[src/rtl/riscv_pkg.sv]
// Shared RV32I control definitions: multicycle state encoding, opcodes,
// and the datapath select / ALU encodings used by the controllers.
package riscv_pkg;

    typedef enum logic [3:0] {
        S_FETCH,
        S_DECODE,
        S_MEMADR,
        S_MEMREAD,
        S_MEMWB,
        S_MEMWRITE,
        S_EXECR,
        S_EXECI,
        S_ALUWB,
        S_BRANCH,
        S_JAL,
        S_LUI,
        S_TRAP
    } state_t;

    localparam logic [6:0] OP_LOAD   = 7'b0000011;
    localparam logic [6:0] OP_STORE  = 7'b0100011;
    localparam logic [6:0] OP_RTYPE  = 7'b0110011;
    localparam logic [6:0] OP_ITYPE  = 7'b0010011;
    localparam logic [6:0] OP_BRANCH = 7'b1100011;
    localparam logic [6:0] OP_JAL    = 7'b1101111;
    localparam logic [6:0] OP_LUI    = 7'b0110111;

    localparam logic [1:0] ALUOP_ADD    = 2'b00;
    localparam logic [1:0] ALUOP_BRANCH = 2'b01;
    localparam logic [1:0] ALUOP_FUNCT  = 2'b10;

    localparam logic [2:0] IMM_I = 3'b000;
    localparam logic [2:0] IMM_S = 3'b001;
    localparam logic [2:0] IMM_B = 3'b010;
    localparam logic [2:0] IMM_J = 3'b011;
    localparam logic [2:0] IMM_U = 3'b100;

    localparam logic [1:0] RES_ALUOUT    = 2'b00;
    localparam logic [1:0] RES_DATA      = 2'b01;
    localparam logic [1:0] RES_ALURESULT = 2'b10;

    localparam logic [1:0] SRCA_PC    = 2'b00;
    localparam logic [1:0] SRCA_OLDPC = 2'b01;
    localparam logic [1:0] SRCA_RD1   = 2'b10;
    localparam logic [1:0] SRCA_ZERO  = 2'b11;

    localparam logic [1:0] SRCB_RD2  = 2'b00;
    localparam logic [1:0] SRCB_IMM  = 2'b01;
    localparam logic [1:0] SRCB_FOUR = 2'b10;

    localparam logic [3:0] ALU_ADD  = 4'b0000;
    localparam logic [3:0] ALU_SUB  = 4'b0001;
    localparam logic [3:0] ALU_AND  = 4'b0010;
    localparam logic [3:0] ALU_OR   = 4'b0011;
    localparam logic [3:0] ALU_XOR  = 4'b0100;
    localparam logic [3:0] ALU_SLT  = 4'b0101;
    localparam logic [3:0] ALU_SLL  = 4'b0110;
    localparam logic [3:0] ALU_SRL  = 4'b0111;
    localparam logic [3:0] ALU_SRA  = 4'b1000;
    localparam logic [3:0] ALU_SLTU = 4'b1001;

    function automatic logic [2:0] imm_src_of(input logic [6:0] op);
        case (op)
            OP_STORE:  return IMM_S;
            OP_BRANCH: return IMM_B;
            OP_JAL:    return IMM_J;
            OP_LUI:    return IMM_U;
            default:   return IMM_I;
        endcase
    endfunction

endpackage

[src/rtl/aludec.sv]
// ALU operation decoder: maps the controller's ALUOp plus instruction
// function fields onto the ALUControl encoding.
module aludec
    import riscv_pkg::*;
(
    input  logic       opb5,
    input  logic [2:0] funct3,
    input  logic       funct7b5,
    input  logic [1:0] ALUOp,
    output logic [3:0] ALUControl
);

    always_comb begin
        ALUControl = ALU_ADD;
        case (ALUOp)
            ALUOP_BRANCH: begin
                case (funct3[2:1])
                    2'b10:   ALUControl = ALU_SLT;
                    2'b11:   ALUControl = ALU_SLTU;
                    default: ALUControl = ALU_SUB;
                endcase
            end
            ALUOP_FUNCT: begin
                case (funct3)
                    3'b000:  ALUControl = (opb5 && funct7b5) ? ALU_SUB : ALU_ADD;
                    3'b001:  ALUControl = ALU_SLL;
                    3'b010:  ALUControl = ALU_SLT;
                    3'b011:  ALUControl = ALU_SLTU;
                    3'b100:  ALUControl = ALU_XOR;
                    3'b101:  ALUControl = funct7b5 ? ALU_SRA : ALU_SRL;
                    3'b110:  ALUControl = ALU_OR;
                    default: ALUControl = ALU_AND;
                endcase
            end
            default: ALUControl = ALU_ADD;
        endcase
    end

endmodule

[src/rtl/mc_controller.sv]
// Multicycle RV32I control unit: Moore FSM over a shared single-port memory
// with ready handshake, bounded wait timeout, illegal-opcode trap and retire pulse.
//
//   state      | meaning
//   -----------+-----------------------------------------------
//   FETCH      | read instruction at PC, PC += 4 on ready
//   DECODE     | read registers, ALUOut = OldPC + imm (branch target)
//   MEMADR     | ALUOut = rs1 + imm (load/store address)
//   MEMREAD    | load data from ALUOut address
//   MEMWB      | write loaded data to rd
//   MEMWRITE   | store rs2 to ALUOut address
//   EXECR      | register-register ALU operation
//   EXECI      | register-immediate ALU operation
//   ALUWB      | write ALUOut to rd
//   BRANCH     | compare, load PC from target when taken
//   JAL        | PC = target, ALUOut = OldPC + 4
//   LUI        | ALUOut = 0 + imm
//   TRAP       | illegal opcode or bus timeout; parked until reset
module mc_controller
    import riscv_pkg::*;
#(
    parameter int MAX_WAIT   = 15,
    parameter bit TIMEOUT_EN = 1'b1
) (
    input  logic       clk,
    input  logic       rst_n,
    input  logic [6:0] op,
    input  logic [2:0] funct3,
    input  logic       funct7b5,
    input  logic       LogOut,
    input  logic       mem_ready,
    output logic       mem_req,
    output logic       MemWrite,
    output logic       AdrSrc,
    output logic       IRWrite,
    output logic       PCWrite,
    output logic       RegWrite,
    output logic [1:0] ResultSrc,
    output logic [1:0] ALUSrcA,
    output logic [1:0] ALUSrcB,
    output logic [2:0] ImmSrc,
    output logic [3:0] ALUControl,
    output logic       retire,
    output logic       illegal,
    output logic       bus_fault
);

    localparam int CW = $clog2(MAX_WAIT + 1);
    localparam logic [CW-1:0] WAIT_MAX = CW'(MAX_WAIT);

    state_t        state, state_next;
    logic [CW-1:0] wait_cnt, wait_next;
    logic          req, mw, irw, pcw, rw, ret;
    logic          set_illegal, set_fault, timed_out;
    logic [1:0]    ALUOp;

    always_ff @(posedge clk) begin
        if (!rst_n) begin
            state     <= S_FETCH;
            wait_cnt  <= '0;
            illegal   <= 1'b0;
            bus_fault <= 1'b0;
        end else begin
            state    <= state_next;
            wait_cnt <= wait_next;
            if (set_illegal) illegal   <= 1'b1;
            if (set_fault)   bus_fault <= 1'b1;
        end
    end

    assign timed_out = TIMEOUT_EN && (wait_cnt == WAIT_MAX) && !mem_ready;

    always_comb begin
        state_next  = state;
        req         = 1'b0;
        mw          = 1'b0;
        AdrSrc      = 1'b0;
        irw         = 1'b0;
        pcw         = 1'b0;
        rw          = 1'b0;
        ret         = 1'b0;
        ResultSrc   = RES_ALUOUT;
        ALUSrcA     = SRCA_PC;
        ALUSrcB     = SRCB_RD2;
        ALUOp       = ALUOP_ADD;
        set_illegal = 1'b0;
        set_fault   = 1'b0;
        case (state)
            S_FETCH: begin
                req       = 1'b1;
                ALUSrcB   = SRCB_FOUR;
                ResultSrc = RES_ALURESULT;
                if (mem_ready) begin
                    irw        = 1'b1;
                    pcw        = 1'b1;
                    state_next = S_DECODE;
                end else if (timed_out) begin
                    state_next = S_TRAP;
                    set_fault  = 1'b1;
                end
            end
            S_DECODE: begin
                ALUSrcA = SRCA_OLDPC;
                ALUSrcB = SRCB_IMM;
                case (op)
                    OP_LOAD, OP_STORE: state_next = S_MEMADR;
                    OP_RTYPE:          state_next = S_EXECR;
                    OP_ITYPE:          state_next = S_EXECI;
                    OP_BRANCH:         state_next = S_BRANCH;
                    OP_JAL:            state_next = S_JAL;
                    OP_LUI:            state_next = S_LUI;
                    default: begin
                        state_next  = S_TRAP;
                        set_illegal = 1'b1;
                    end
                endcase
            end
            S_MEMADR: begin
                ALUSrcA    = SRCA_RD1;
                ALUSrcB    = SRCB_IMM;
                state_next = op[5] ? S_MEMWRITE : S_MEMREAD;
            end
            S_MEMREAD: begin
                req    = 1'b1;
                AdrSrc = 1'b1;
                if (mem_ready) begin
                    state_next = S_MEMWB;
                end else if (timed_out) begin
                    state_next = S_TRAP;
                    set_fault  = 1'b1;
                end
            end
            S_MEMWB: begin
                ResultSrc  = RES_DATA;
                rw         = 1'b1;
                ret        = 1'b1;
                state_next = S_FETCH;
            end
            S_MEMWRITE: begin
                req    = 1'b1;
                mw     = 1'b1;
                AdrSrc = 1'b1;
                if (mem_ready) begin
                    ret        = 1'b1;
                    state_next = S_FETCH;
                end else if (timed_out) begin
                    state_next = S_TRAP;
                    set_fault  = 1'b1;
                end
            end
            S_EXECR: begin
                ALUSrcA    = SRCA_RD1;
                ALUSrcB    = SRCB_RD2;
                ALUOp      = ALUOP_FUNCT;
                state_next = S_ALUWB;
            end
            S_EXECI: begin
                ALUSrcA    = SRCA_RD1;
                ALUSrcB    = SRCB_IMM;
                ALUOp      = ALUOP_FUNCT;
                state_next = S_ALUWB;
            end
            S_ALUWB: begin
                rw         = 1'b1;
                ret        = 1'b1;
                state_next = S_FETCH;
            end
            S_BRANCH: begin
                ALUSrcA    = SRCA_RD1;
                ALUSrcB    = SRCB_RD2;
                ALUOp      = ALUOP_BRANCH;
                pcw        = LogOut;
                ret        = 1'b1;
                state_next = S_FETCH;
            end
            S_JAL: begin
                ALUSrcA    = SRCA_OLDPC;
                ALUSrcB    = SRCB_FOUR;
                pcw        = 1'b1;
                state_next = S_ALUWB;
            end
            S_LUI: begin
                ALUSrcA    = SRCA_ZERO;
                ALUSrcB    = SRCB_IMM;
                state_next = S_ALUWB;
            end
            default: state_next = S_TRAP;
        endcase
    end

    // Counter restarts on every state change; saturates so a disabled timeout cannot wrap.
    always_comb begin
        wait_next = wait_cnt;
        if (state_next != state)
            wait_next = '0;
        else if (req && !mem_ready && (wait_cnt != WAIT_MAX))
            wait_next = wait_cnt + CW'(1);
    end

    assign mem_req  = rst_n & req;
    assign MemWrite = rst_n & mw;
    assign IRWrite  = rst_n & irw;
    assign PCWrite  = rst_n & pcw;
    assign RegWrite = rst_n & rw;
    assign retire   = rst_n & ret;
    assign ImmSrc   = imm_src_of(op);

    aludec u_aludec (
        .opb5       (op[5]),
        .funct3     (funct3),
        .funct7b5   (funct7b5),
        .ALUOp      (ALUOp),
        .ALUControl (ALUControl)
    );

endmodule

[config.mk]
export PLATFORM = sky130hd
export DESIGN_NAME = mc_controller
export DESIGN_NICKNAME = d
export VERILOG_FILES = /design/src/rtl/riscv_pkg.sv /design/src/rtl/aludec.sv /design/src/rtl/mc_controller.sv
export SDC_FILE = /design/constraint.sdc
export NUM_CORES = 1
export LEC_CHECK = 0
export ABC_AREA = 1
export CELL_PAD_IN_SITES_DETAIL_PLACEMENT = 1
export CELL_PAD_IN_SITES_GLOBAL_PLACEMENT = 1
export CORE_MARGIN = 1.5
export CORE_UTILIZATION = 33
export DETAILED_ROUTE_END_ITERATION = 10
export HOLD_SLACK_MARGIN = 0.15
export PLACE_DENSITY = 0.87
export SETUP_SLACK_MARGIN = 0.3
export SYNTH_ARGS = -nofsm -noshare
export SYNTH_HDL_FRONTEND = slang
export SYNTH_SLANG_ARGS = --single-unit
[constraint.sdc]
create_clock -name clk -period 4.5 [get_ports clk]
set_clock_uncertainty 0.2 [all_clocks]
set_input_delay 0.45 -clock clk [delete_from_list [all_inputs] [get_ports clk]]
set_output_delay 0.45 -clock clk [all_outputs]
set_load 0.02 [all_outputs]
==> impl_summary.md <==
Floorplan
The initial utilization of the core area, before any placement, comes to 33.9%. Measured along the x axis, the die boundary spans 61.4 um. The site row count is 21.

The total die area is 3760 um2. The area of the placeable core is 3310 um2. The I/O pin total is 37. The die extent in y is 61.4 um.

Timing
Setup repair after global routing left no endpoint under its margin. The setup slack after layout is 1360 ps. The total count of hold-check failures in the final report is 0. In this run the tightest slew margin relative to its limit is 69.5%. The slew at the pin closest to its max-slew limit is 456 ps. The clock period minus worst slack is 3140 ps. The final total negative setup slack is 0 ps.

The maximum clock frequency is 318 MHz. The count of pins over their slew limit is 0. The worst path uses 69.8% of the clock period.

The final setup violation count is 0.

GRT
The largest net degree at the start of global routing is 11. The aggregate global routing overflow is 0. The global-route wire length before repair is 5380 um. The number of global-route vias before repair is 1249. The initial antenna violation count was 0. The total global routing track utilization is 18.9%.

Finish
The repair_antennas step left the layout with diodes totalling 0. For this run, the share of the core covered by cells in the final layout is 46.9%. Relative to the synthesized area, the layout overhead comes to 38.2%. The fraction of final layout cells sized beyond drive strength 1 is 12.8%. The number of nets in the layout is 246. After the flow finishes, the layout carries non-filler instances totaling 272.

Synthesis
The number of nets in the synthesized netlist is 206. After technology mapping, the gate count stands at 188. In the synthesized netlist the async set-or-reset flop fraction comes to 0%. Synthesis instantiated 32 different standard cells from the library.

Among all flip-flop cells after synthesis, the most frequent one is sky130_fd_sc_hd__dfxtp_1. The top-area cell type share of the netlist area is 17.8%. Yosys printed 0 warnings. The number of storage elements in the synthesis netlist is 10. Yosys attributes the largest share of cell area to sky130_fd_sc_hd__dfxtp_1, sky130_fd_sc_hd__nand2_1, sky130_fd_sc_hd__nor2_1, sky130_fd_sc_hd__inv_1, sky130_fd_sc_hd__nand3_1.

Counting flops with a built-in enable in the synthesized netlist gives 0. The sequential share of the synthesized area is 17.8%. A synthesized cell averages 5.98 um2. Of all cell types, the one taking the most synthesized area is sky130_fd_sc_hd__dfxtp_1. The synthesized area is 1120 um2.

Clocking
After clock tree synthesis, the clock-pin slew on the worst setup and hold paths is 60 ps. The buffers inserted during post-CTS setup optimization is 0. Gates resized during post-CTS repair numbered 0. The CTS sink count is 10.

After clock tree synthesis, the flow added hold-fix buffers numbering 0. The number of buffers added by the clock tree synthesis step is 3. The later-pin clock latency in the skew report is 270 ps. No sink is reached through more buffers than the 2 on the longest clock path. The cell chosen for the clock root is sky130_fd_sc_hd__clkbuf_4. In this run the number of H-tree levels came out at 1. The clock tree from TritonCTS is yes.

Worst setup path
The largest fanout on the critical path is 6. Counting cells, the worst reg-to-reg path comes to 11. The worst flop-to-flop path startpoint is state[1]. On the critical path the largest part of the delay comes from buffers and inverters. STA classifies the critical path endpoint as an output pin.

The cell seen most often among critical-path stages is sky130_fd_sc_hd__inv_2. The critical path runs through a total of 8 cells. The source of the critical timing path is state[0].

The data arrival time at the worst-slack endpoint is 2490 ps. The required arrival time at the worst endpoint is 3850 ps. Walking the worst path, the cells encountered are inv_2 > nor2_8 > inv_2 > nor2_1 > inv_1 > ha_1 > nor3b_1 > clkdlybuf4s50_1. The critical path class is reg -> out.

For this run, the slowest stage of the critical path takes 630 ps. The combined buffer and inverter count along the critical path is 4. STA classifies the critical path startpoint as a flip-flop. The cell type of the slowest stage on the worst timing path is sky130_fd_sc_hd__clkdlybuf4s50_1.

Power and ir drop
The power per cell area is 461 nW/um2. The worst-case IR drop observed on VDD is 0.232 mV. The leakage power is 0.693 nW.

Hold path
The path class of the tightest hold or removal check is reg -> reg. In this run the most critical hold path is launched from bus_fault. The hold-critical path depth is 2.

Outcome
The run finished with clean final reports.

Place
The total placed cells including tap cells is 269. At the end of routability-driven placement, the weighted congestion stood at 0.784. Port buffering added 36 buffers.

The total half-perimeter wirelength after legalization and detailed placement is 2860 um. Prior to clock tree synthesis, the placed netlist has a worst setup slack of 1490 ps.

Detailed routing
In the routed design, unresolved DRC markers number 0. After the first detailed-routing iteration, the DRC count stood at 37. The vias per cell is 4.85. The remaining antenna violation count is 0. The final routed wire length divided by cell count is 12.3 um. Summing over every cut layer, the via total after detailed routing is 1320. The first-pass detailed-route iteration total is 4. After detailed routing, the total wire length is 3350 um.

Job
The max capacitance violation total is 0.
==> cell usage in the layout, fill, tap and decap left out <==
master                             n
sky130_fd_sc_hd__dfxtp_1          10
sky130_fd_sc_hd__nand3_4           2
sky130_fd_sc_hd__o2111ai_1         1
sky130_fd_sc_hd__nand2_2          10
sky130_fd_sc_hd__a22oi_1           1
sky130_fd_sc_hd__nor3b_1           1
sky130_fd_sc_hd__nand3_1          14
sky130_fd_sc_hd__mux2_2            1
sky130_fd_sc_hd__a21oi_1          11
sky130_fd_sc_hd__inv_2             4
sky130_fd_sc_hd__o21ai_2           1
sky130_fd_sc_hd__xor2_1            1
sky130_fd_sc_hd__o211ai_1          3
sky130_fd_sc_hd__o21bai_1          1
sky130_fd_sc_hd__nand2_1          36
sky130_fd_sc_hd__xnor2_1           2
sky130_fd_sc_hd__nor2_1           30
sky130_fd_sc_hd__o21ai_0           5
sky130_fd_sc_hd__clkdlybuf4s50_1  36
sky130_fd_sc_hd__o22ai_1           1
sky130_fd_sc_hd__nor2_2            3
sky130_fd_sc_hd__a31oi_1           1
sky130_fd_sc_hd__clkinv_1          2
sky130_fd_sc_hd__nor2_8            1
sky130_fd_sc_hd__inv_1            28
sky130_fd_sc_hd__nand3_2           2
sky130_fd_sc_hd__o31ai_1           1
sky130_fd_sc_hd__clkbuf_4          3
sky130_fd_sc_hd__nor3_1            5
sky130_fd_sc_hd__nand4_1           3
sky130_fd_sc_hd__nor4_1            1
sky130_fd_sc_hd__ha_1              3
sky130_fd_sc_hd__nor2_4            2
==> metal layers <==
metal | global-route usage (%) | wire (um) | part of all wire [%]
met1 | 22.6 | 1550 | 46
met2 | 35.0 | 1660 | 49
met3 | 1.26 | 93 | 2.8
met5 | 0 | 0 | 0
met4 | 7.29 | 59 | 1.8
==> worst register-to-register path, cell delays in order, from the launching register on <==
cell and delay, ps:
sky130_fd_sc_hd__dfxtp_1 600, sky130_fd_sc_hd__nor2_1 130, sky130_fd_sc_hd__nand2_2 170, sky130_fd_sc_hd__nand3_4 140
sky130_fd_sc_hd__nand3_2 110, sky130_fd_sc_hd__nand2_1 50, sky130_fd_sc_hd__nor2_1 180, sky130_fd_sc_hd__nand3_2 80
sky130_fd_sc_hd__nand2_1 90, sky130_fd_sc_hd__nor2_2 40, sky130_fd_sc_hd__nand2_2 90, sky130_fd_sc_hd__nor2_1 50
==> synth_stat cells, drive strengths merged (2+ instances only) <==
cell / number
nand2: 46
nor2: 36
inv: 32
nand3: 18
a21oi: 11
dfxtp: 10
o21ai: 6
nor3: 5
ha: 3
nand4: 3
o211ai: 3
clkinv: 2
xnor2: 2
==> sequential cells by signal, indices dropped and copies added, names as in the netlist <==
register,count
wait_cnt,4
bus_fault,1
state,4
illegal,1
==> worst paths after layout <==
check,endpoint,slack (ps)
worst min register to register,bus_fault,270
worst max register to register,wait_cnt[0],2460
worst max-delay path,ALUControl[1],1360
worst min-delay path,bus_fault,270
==> layout make-up <==
cell class	instances	area, um2
fillers	482	1760
multi-input cells	143	785
repair buffers	36	360
flip-flops and latches	10	200
inverters	34	128
well taps	46	57.6
clock buffers	3	22.5
==> stage by stage <==
step / power (mW) / cell area [um2] / hold slack, ps
6_report: 0.715 / 1550 / 270
3_3_place_gp: 0.646 / 1530 / 245
4_1_cts: 0.724 / 1550 / 277
5_1_grt: 0.779 / 1550 / 305
3_5_place_dp: 0.658 / 1530 / 261
2_1_floorplan: 0.483 / 1120 / 303
==> cell families after synthesis <==
kind of cell	after synthesis	share of synthesized area, %
AND/OR/NAND/NOR	110	49.3
buffers and inverters	35	12.4
AO/OA/AOI/OAI	26	13.8
flip-flops	10	17.8
XOR/XNOR	3	2.34
adder cells (fa/ha/maj)	3	3.34
multiplexers	1	1.00
==> power by group <==
group	internal (mW)	total, mW	leakage (nW)	switching (mW)
registers	0.106	0.131	0.0812	0.0250
logic	0.203	0.522	0.598	0.319
clock network	0.0310	0.0619	0.0138	0.0309
(Power assumes the default switching activity.)
==> RTL change 1: new RTL, same settings <==
`MAX_WAIT`: 15 -> 30.
--- a/src/rtl/mc_controller.sv
+++ b/src/rtl/mc_controller.sv
@@ -19,7 +19,7 @@
 module mc_controller
     import riscv_pkg::*;
 #(
-    parameter int MAX_WAIT   = 15,
+    parameter int MAX_WAIT   = 30,
     parameter bit TIMEOUT_EN = 1'b1
 ) (
     input  logic       clk,
Function: same outputs for any inputs over 10 cycles, from zero or initial values and one cycle with rst_n low; that may be too few to reach the edited logic, so the function may still have changed.
==> RTL change 1 against the unedited design <==
  * Critical path depth stayed put
  * Worst setup slack better by 0.094 ns
  * Area after synthesis is 10% higher
  * Sequential cell count is 1 higher
  * First-iteration DRC count is 24% higher
  * Total power is 30% lower
  * Cell area is 9.7% higher
  * Clock power is 58% higher
  * Combinational power is 46% lower
  * Routed wire length is 0.54% lower
  * Critical path type unchanged
  * Critical endpoint is now ALUControl[2]
  * Largest cell class unchanged
  * Largest power group unchanged
==> RTL change 1: results <==
export IMPL_r2r_end="wait_cnt[1]$_SDFFE_PP0P_"
export IMPL_htreeDepth=1
export IMPL_holdWs_ns=0.267
export IMPL_drive_gt1_share_pct=14.9
export IMPL_hp_class="reg2reg"
export IMPL_startpoint="state[3]$_SDFF_PN0_"
export IMPL_final_nets=269
export IMPL_ctsLongestPathBuffers=2
export IMPL_antenna_found_initial=0
export IMPL_track_usage_pct=17.8
export IMPL_use_met1_pct=22.9
export IMPL_synth_xor_xnor_area_share_pct=2.83
export IMPL_vias=1399
export IMPL_wl_met1_um=1580
export IMPL_cp_endpoint="ALUControl[2]"
export IMPL_grt_max_degree=11
export IMPL_syn_num_nets=228
export IMPL_place_congestion=0.809
export IMPL_cp_top_family="buffers and inverters"
export IMPL_fillers=508
export IMPL_ys_warn_count=0
export IMPL_top_regs="wait_cnt: 5 flops, state: 4 flops"
export IMPL_ys_top_cells_by_area="dfxtp_1 18%, nand2_1 13%, inv_1 9.7%, nor2_1 9.7%, nand3_1 5.3%"
export IMPL_synth_adder_area_share_pct=4.04
export IMPL_leakagePower_nw=0.767
export IMPL_cts_made_buffers=3
export IMPL_rr_worst_depth=13
export IMPL_met3_usage_pct=1.76
export IMPL_cts_resized_gates=0
export IMPL_post_cts_buffers=0
export IMPL_wl_met3_um=78
export IMPL_grt_pass1_wl_um=5960
export IMPL_synth_area_mux_share_pct=0
export IMPL_slowest_delay_ns=0.61
export IMPL_portBuffers=36
export IMPL_met2WireLength_um=1620
export IMPL_hpwlAfterDp_um=2890
export IMPL_synth_compound_gate_area_share_pct=13.1
export IMPL_ys_seq_area_share_pct=17.8
export IMPL_status="completed"
export IMPL_totalWireLength_um=3340
export IMPL_use_met2_pct=31.0
export IMPL_timing_rr_start="wait_cnt[0]$_SDFFE_PP0P_"
export IMPL_slew_headroom_pct=80.4
export IMPL_ir_drop_uv=140
export IMPL_drtIter0Drc=46
export IMPL_synth_commonest_cells="43 x nand2_1, 32 x inv_1, 32 x nor2_1, 13 x nand3_1, 11 x dfxtp_1"
export IMPL_r2r_slack_ns=2.41
export IMPL_clockRootBuffer="clkbuf_8"
export IMPL_insertion_delay_ns=0.24
export IMPL_min_from="bus_fault$_SDFFE_PN0P_"
export IMPL_clk_pin_slew_ns=0.05
export IMPL_cp_max_fo=5
export IMPL_synth_cell_types=29
export IMPL_critPathSlowestCell="clkdlybuf4s50_1"
==> RTL change 1: stage by stage <==
stage	std cells	area, um2	setup WS, ns
floorplan	209	1240	2.27
CTS	297	1700	1.44
global placement	293	1660	1.63
finish	297	1700	1.45
global route	297	1700	1.23
detailed placement	293	1660	1.59
==> RTL change 1: cells by family (layout without fill, tap and decap cells) <==
family	after synthesis	after routing
flip-flops	11	11
buffers and inverters	43	83
AO/OA/AOI/OAI	27	27
XOR/XNOR	4	4
AND/OR/NAND/NOR	120	120
adder cells (fa/ha/maj)	4	4
==> RTL change 1: cell type report <==
type                            count  area share, %
Tap cell                           48           3.53
Multi-Input combinational cell    155           50.3
Sequential cell                    11           12.9
Inverter                           43           9.48
Timing Repair Buffer               36           21.2
Clock buffer                        4           2.65
==> RTL change 1: power by group <==
part	internal (mW)	total, mW	switching (mW)
sequential	0.107	0.120	0.0124
clock	0.0621	0.0979	0.0358
combinational	0.108	0.284	0.176
==> RTL change 2: new RTL, config.mk and constraints unchanged <==
Without the edit above. Register the output `bus_fault` once more; this adds one clock of latency there. The other outputs are not delayed to match.
--- a/src/rtl/mc_controller.sv
+++ b/src/rtl/mc_controller.sv
@@ -48,6 +48,8 @@
     localparam int CW = $clog2(MAX_WAIT + 1);
     localparam logic [CW-1:0] WAIT_MAX = CW'(MAX_WAIT);
 
+    logic bus_fault_s0;
+
     state_t        state, state_next;
     logic [CW-1:0] wait_cnt, wait_next;
     logic          req, mw, irw, pcw, rw, ret;
@@ -59,12 +61,12 @@
             state     <= S_FETCH;
             wait_cnt  <= '0;
             illegal   <= 1'b0;
-            bus_fault <= 1'b0;
+            bus_fault_s0 <= 1'b0;
         end else begin
             state    <= state_next;
             wait_cnt <= wait_next;
             if (set_illegal) illegal   <= 1'b1;
-            if (set_fault)   bus_fault <= 1'b1;
+            if (set_fault)   bus_fault_s0 <= 1'b1;
         end
     end
 
@@ -213,5 +215,9 @@
         .ALUControl (ALUControl)
     );
 
+    always_ff @(posedge clk) begin
+        bus_fault <= bus_fault_s0;
+    end
+
 endmodule
 
Formal check against the unedited RTL: no difference found for any inputs over 10 cycles, from zero or initial values and one cycle with rst_n low; that may be too few to reach the edited logic, so the function may still have changed.
==> RTL change 2 against the unedited design <==
  * Total power shrank 14%
  * Largest power group unchanged
  * Register-to-register slack improved by 0.12 ns
  * Worst setup slack improved by 0.11 ns
  * Routed wire length down 6.9%
  * Area after synthesis down 2.7%
  * Critical endpoint is now ALUControl[2]
  * Critical path depth unchanged
  * Synthesized cell count is 0.53% higher
  * Cell area decreased by 1.1%
  * Highest routed layer unchanged
  * Count of clock-buffer cells in the layout is 1 higher
  * Sequential cell count increased by 1
  * Cell count is 0.37% higher
==> RTL change 2: results <==
export IMPL_synthFlopType="dfxtp_1"
export IMPL_wl_met3_um=92
export IMPL_status="completed"
export IMPL_cp_max_fo=5
export IMPL_cp_arrival_ns=2.39
export IMPL_critPathSlowestCell="clkdlybuf4s50_1"
export IMPL_place_area_um2=1510
export IMPL_p_per_area_nw_per_um2=402
export IMPL_syn_num_nets=207
export IMPL_place_congestion=0.843
export IMPL_startpoint="funct3[2]"
export IMPL_timing_rr_start="state[0]$_SDFF_PN0_"
export IMPL_hold_depth=0
export IMPL_fillers=451
export IMPL_grt_max_degree=10
export IMPL_grt_pass1_vias=1205
export IMPL_wl_met1_um=1550
export IMPL_post_drt_via_cell_ratio=4.85
export IMPL_synth_cell_types=29
export IMPL_min_from="bus_fault_s0$_SDFFE_PN0P_"
export IMPL_clockRootBuffer="clkbuf_4"
export IMPL_final_nets=248
export IMPL_met2WireLength_um=1440
export IMPL_ir_drop_uv=289
export IMPL_rr_worst_depth=12
export IMPL_cp_endpoint="ALUControl[2]"
export IMPL_ys_seq_area_share_pct=20.1
export IMPL_track_usage_pct=18.5
export IMPL_r2r_slack_ns=2.58
export IMPL_p_sw_share_pct=49.3
export IMPL_drive_gt1_share_pct=9.17
export IMPL_synth_commonest_cells="49 x nand2_1, 28 x nor2_1, 27 x inv_1, 17 x nand3_1, 11 x dfxtp_1"
export IMPL_slew_headroom_pct=74.8
export IMPL_cp_top_family="buffers and inverters"
export IMPL_worstHoldEndpoint="bus_fault$_DFF_P_"
export IMPL_drtIter0Drc=58
export IMPL_seq_power_share_pct=21.6
export IMPL_use_met1_pct=25.2
export IMPL_power_clock_mw=0.0677
export IMPL_use_met2_pct=30.9
export IMPL_diodes=0
export IMPL_hpwlAfterDp_um=2650
export IMPL_grt_pass1_wl_um=5180
export IMPL_wl_per_cell_um=11.4
export IMPL_met3_usage_pct=1.92
export IMPL_slowest_delay_ns=0.60
export IMPL_clk_pin_slew_ns=0.07
export IMPL_firstDrtPassIters=4
export IMPL_ctsLongestPathBuffers=2
export IMPL_leakagePower_nw=0.740
export IMPL_ys_top_cells_by_area="dfxtp_1 20%, nand2_1 17%, nor2_1 9.6%, inv_1 9.3%, nand3_1 7.8%"
## RTL change 2: cell families after synthesis
kind of cell / after synthesis / synth area share, %
compound gates: 25 / 14.1
xor+xnor: 3 / 2.40
fa+ha+maj: 3 / 3.43
buf+inv: 33 / 11.3
flops: 11 / 20.1
mux: 1 / 1.03
simple gates: 113 / 47.6
## RTL change 2: cell type report
class / instances / area [um2] / area share [%]
well taps: 44 / 55.1 / 3.59
flip-flops and latches: 11 / 220 / 14.3
clock buffers: 4 / 26.3 / 1.71
multi-input cells: 145 / 749 / 48.8
inverters: 33 / 124 / 8.07
repair buffers: 36 / 360 / 23.5
## RTL change 2: through the flow
stage | instances | worst slack (ns) | hold WS (ns) | util, %
final | 273 | 1.46 | 0.156 | 49.5
after global routing | 273 | 1.30 | 0.165 | 49.5
after CTS | 273 | 1.48 | 0.158 | 49.5
after detailed placement | 269 | 1.49 | 0.141 | 48.6
after global placement | 269 | 1.54 | 0.136 | 48.6
after floorplan | 189 | 2.27 | 0.131 | -
